$ cat src/rtl/neuron_accumulator.sv
// Frame accumulator for ternary synapse products with a thresholded 1-bit activation.
// Define FRACTAL_NN_SAT_EN for a saturating accumulator; otherwise it wraps.
module neuron_accumulator #(
  parameter int                      ACC_W     = 8,
  parameter int                      CNT_W     = 8,
  parameter logic signed [ACC_W-1:0] THRESHOLD = '0
) (
  input  logic                    clk,
  input  logic                    rst,
  input  logic                    clr,
  input  logic                    in_valid,
  output logic                    in_ready,
  input  logic [1:0]              in_y,
  input  logic                    in_last,
  output logic                    out_valid,
  input  logic                    out_ready,
  output logic                    out_act,
  output logic signed [ACC_W-1:0] out_sum,
  output logic [CNT_W-1:0]        out_cnt,
  output logic                    out_ovf
);

  typedef enum logic {ACCUM, HOLD} state_t;

  state_t                  state;
  logic signed [ACC_W-1:0] acc;
  logic [CNT_W-1:0]        cnt;
  logic                    ovf;

  logic signed [ACC_W-1:0] prod;
  logic [ACC_W:0]          sum_wide;
  logic                    add_ovf;
  logic signed [ACC_W-1:0] acc_nxt;
  logic [CNT_W-1:0]        cnt_nxt;
  logic                    ovf_nxt;
  logic                    act_nxt;

  assign in_ready  = (state == ACCUM);
  assign out_valid = (state == HOLD);

  always_comb begin
    prod = '0;
    case (in_y)
      2'b01:   prod = {{(ACC_W-1){1'b0}}, 1'b1};
      2'b11:   prod = '1;
      default: prod = '0;
    endcase
  end

  // One guard bit: overflow whenever the two top bits of the widened sum disagree.
  always_comb begin
    sum_wide = {acc[ACC_W-1], acc} + {prod[ACC_W-1], prod};
    add_ovf  = sum_wide[ACC_W] ^ sum_wide[ACC_W-1];
`ifdef FRACTAL_NN_SAT_EN
    if (add_ovf)
      acc_nxt = sum_wide[ACC_W] ? {1'b1, {(ACC_W-1){1'b0}}} : {1'b0, {(ACC_W-1){1'b1}}};
    else
      acc_nxt = sum_wide[ACC_W-1:0];
`else
    acc_nxt = sum_wide[ACC_W-1:0];
`endif
    ovf_nxt = ovf | add_ovf;
    cnt_nxt = (&cnt) ? cnt : cnt + CNT_W'(1);
    act_nxt = (acc_nxt > THRESHOLD);
  end

  always_ff @(posedge clk or posedge rst) begin
    if (rst) begin
      state   <= ACCUM;
      acc     <= '0;
      cnt     <= '0;
      ovf     <= 1'b0;
      out_act <= 1'b0;
      out_sum <= '0;
      out_cnt <= '0;
      out_ovf <= 1'b0;
    end else if (clr) begin
      state <= ACCUM;
      acc   <= '0;
      cnt   <= '0;
      ovf   <= 1'b0;
    end else begin
      case (state)
        ACCUM: begin
          if (in_valid) begin
            acc <= acc_nxt;
            cnt <= cnt_nxt;
            ovf <= ovf_nxt;
            if (in_last) begin
              out_sum <= acc_nxt;
              out_act <= act_nxt;
              out_cnt <= cnt_nxt;
              out_ovf <= ovf_nxt;
              state   <= HOLD;
            end
          end
        end
        HOLD: begin
          if (out_ready) begin
            acc   <= '0;
            cnt   <= '0;
            ovf   <= 1'b0;
            state <= ACCUM;
          end
        end
        default: state <= ACCUM;
      endcase
    end
  end

endmodule
$ cat config.mk
export PLATFORM = sky130hd
export DESIGN_NAME = neuron_accumulator
export DESIGN_NICKNAME = d
export VERILOG_FILES = /design/src/rtl/neuron_accumulator.sv
export SDC_FILE = /design/constraint.sdc
export NUM_CORES = 1
export LEC_CHECK = 0
export ABC_AREA = 0
export CAP_MARGIN = 20
export CORE_UTILIZATION = 50
export DETAILED_ROUTE_END_ITERATION = 16
export HOLD_SLACK_MARGIN = 0.02
export PLACE_DENSITY = 0.83
export SLEW_MARGIN = 0
export SYNTH_ARGS = -nofsm -noshare
export SYNTH_HDL_FRONTEND = slang
export SYNTH_SLANG_ARGS = --single-unit
$ cat constraint.sdc
create_clock -name clk -period 3.4 [get_ports clk]
set_input_delay 0.68 -clock clk [delete_from_list [all_inputs] [get_ports clk]]
set_output_delay 0.68 -clock clk [all_outputs]
set_load 0.02 [all_outputs]
==> flow_summary.toml <==
[detailed_routing]
antenna_left = 0
wirelength_um = 4210
dr.pass1.iters = 4
drc = 0
viasPerCell = 5.66
vias = 1686
dr.first_iter.drc_count = 87
wl_per_cell_um = 14.1

[cells_and_area]
fin_area_um2 = 2420
fill_cells = 332
syn_to_final_growth_pct = 19.9
drive_above_1_share_pct = 8.00
nets = 261
final_util_pct = 64.3
antenna_cells = 0
instances_no_fill = 298

[synth]
synth.top_cell.area_share_pct = 44.5
synthSimpleGateAreaFrac_pct = 22.1
syn_nets = 233
synth_cell_types = 55
synth_xor_area_share_pct = 4.33
yosys.area_share.adder_pct = 2.47
syn_inst = 221
synth_mux_area_share_pct = 0.989
syn_area_um2 = 2020
synth_compound_area_share_pct = 21.5
synth_top_family_by_area = "simple AND/OR/NAND/NOR gates"
avgSynthCellArea_um2 = 9.15
synth-edff-count = 0
async_flop_share_pct = 100
yosys_warnings = 0
ys_seq_area_share_pct = 44.5
netlist_top_cells_count = "37 x nand2_1, 36 x dfrtp_1, 18 x o21ai_0"
synth.area.top_cells = "dfrtp_1 45%, nand2_1 6.9%, o21ai_0 4.5%"
synth.most_common_cell = "nand2_1"
ys.flop_type = "dfrtp_1"
yosys.area.top_type = "dfrtp_1"
synth-seq-cells = 36

[place]
place_area_um2 = 2330
place_inst = 290
port_buffers = 27
gp_congestion = 0.866
post-place-ws_ns = 0.354
dp_hpwl_um = 3030

[global_route]
track_usage_pct = 21.8
grt_pass1_wl_um = 7080
grt_overflow_total = 0
grt_pass1_vias = 1534
antenna_found_initial = 0
grt_max_degree = 37

[die]
core-area_um2 = 3770
start_util_pct = 53.6
placement_rows = 22
chipWidth_um = 65.6
dieArea_um2 = 4300
io_pins = 28
die_h_um = 65.6

[critical_path]
cp-end-kind = "register"
start_kind = "input pin"
arrival_ns = 2.94
critPathMaxFanout = 7
ff2ff_setup_slack_ns = 1.31
crit_type = "in2reg"
cp.required_ns = 3.55
r2r_start = "acc[1]"
rr_endpoint = "out_act"
endpoint = "out_act"
crit_start = "in_y[0]"
rr_worst_depth = 7

[clock_network]
cts_root_buf = "clkbuf_8"
clk_pin_slew_ns = 0.07
htreeDepth = 2
clockBufferDepth = 2
cts_buffers = 5
post-cts-setup-buffers = 0
worstSkewPairLatency_ns = 0.28
cts.sinks = 36
ctsResizeCount = 0
cts_tree = "done"
holdBufCountCts = 0

[timing]
report.final.slew_viol_count = 0
worst_slack_ns = 0.609
setup_viol = 0
min_period_ns = 2.79
period_share_pct = 82.1
skew_ns = 0.00673
relSlewSlack_pct = 71.4
fmax_mhz = 358
final.setup.tns_ns = 0
grt_setup_unrepaired = "no"
tightest_slew_ns = 0.423
holdWs_ns = 0.474
hold_viol = 0

[pwr]
powerDensity_nw_per_um2 = 461
p_sw_share_pct = 30.8
power_switching_mw = 0.344
vdd_drop_max_mv = 0.459
power_frac_seq_pct = 45.9
clockPowerShare_pct = 27.7
p_leak_nw = 1.06
p_total_mw = 1.12
combPwrFrac_pct = 26.4
internal_power_mw = 0.774

[worst_hold_path]
hp-class = "reg2reg"
hp-start = "out_sum[4]"

[run_status]
status = "complete, no violations"

[run]
maxCapViolCount = 0
sequential cells by signal, indices dropped and copies added (netlist names):
name	flops
out_act	1
out_sum	8
acc	8
out_cnt	8
out_valid	1
ovf	1
cnt	8
out_ovf	1
layout by cell type (no fill, tap or decap), drive strengths merged, types with 2 or more instances in the layout:
cell type      instances
and4                   2
ha                     4
a211oi                 3
a41oi                  3
clkdlybuf4s50         27
o31ai                  3
and2                   3
nand2b                 2
xor2                   2
nand3                  7
inv                    8
nor3b                  3
nor3                   5
a21o                   3
nor2                  11
buf                    4
xnor2                  8
a21oi                 13
o22ai                  4
nand2                 38
and3                   4
a22o                   3
clkbuf                 7
o21ai                 19
nor4                   2
mux2i                  2
dfrtp                 36
or3                    2
a31oi                  4
final cells by class:
type / count / area [um^2] / area share, %
sequential: 36 / 901 / 37.2
multi-input combinational: 167 / 1040 / 42.9
timing repair buffer: 31 / 300 / 12.4
clock buffer: 7 / 86.3 / 3.56
clock inverter: 1 / 7.51 / 0.310
tap: 48 / 60.1 / 2.48
inverter: 8 / 30.0 / 1.24
how the worst min path moves through the flow:
stage	endpoint	slack (ns)	cells past startpoint
after floorplan	acc[0]	0.45	2
after global placement	out_sum[2]	0.46	2
after detailed placement	out_sum[3]	0.46	2
after CTS	out_sum[3]	0.48	2
after global routing	out_sum[0]	0.50	2
final	out_sum[4]	0.47	2
power groups by stage:
stage          combinational [mW]  sequential, mW  clock, mW
2_1_floorplan               0.144           0.553          0
3_3_place_gp                0.292           0.520          0
3_5_place_dp                0.295           0.522          0
4_1_cts                     0.295           0.514      0.316
5_1_grt                     0.322           0.520      0.335
6_report                    0.295           0.514      0.309
routing by layer:
metal	vias up	part of all wire (%)	wire, um	global-route usage (%)
li1	862	-	-	-
met5	-	0	0	0
met1	764	49	2060	30.0
met3	4	5.7	242	4.86
met2	56	44	1870	34.1
met4	0	0.90	38	6.25
kinds of logic after synthesis:
logic type	count (synthesis)
buffers and inverters	18
multiplexers	2
AO/OA/AOI/OAI	66
AND/OR/NAND/NOR	85
flip-flops	36
adder cells (fa/ha/maj)	4
XOR/XNOR	10
worst max-delay path, cell delays in order:
cell and delay (ns):
clkdlybuf4s50_1 0.57, nand2_2 0.17, inv_1 0.21, ha_1 0.33, nand3_1 0.13, a21oi_2 0.07
or4_1 0.54, a31oi_1 0.18, a41oi_1 0.06
(Power assumes the default switching activity.)
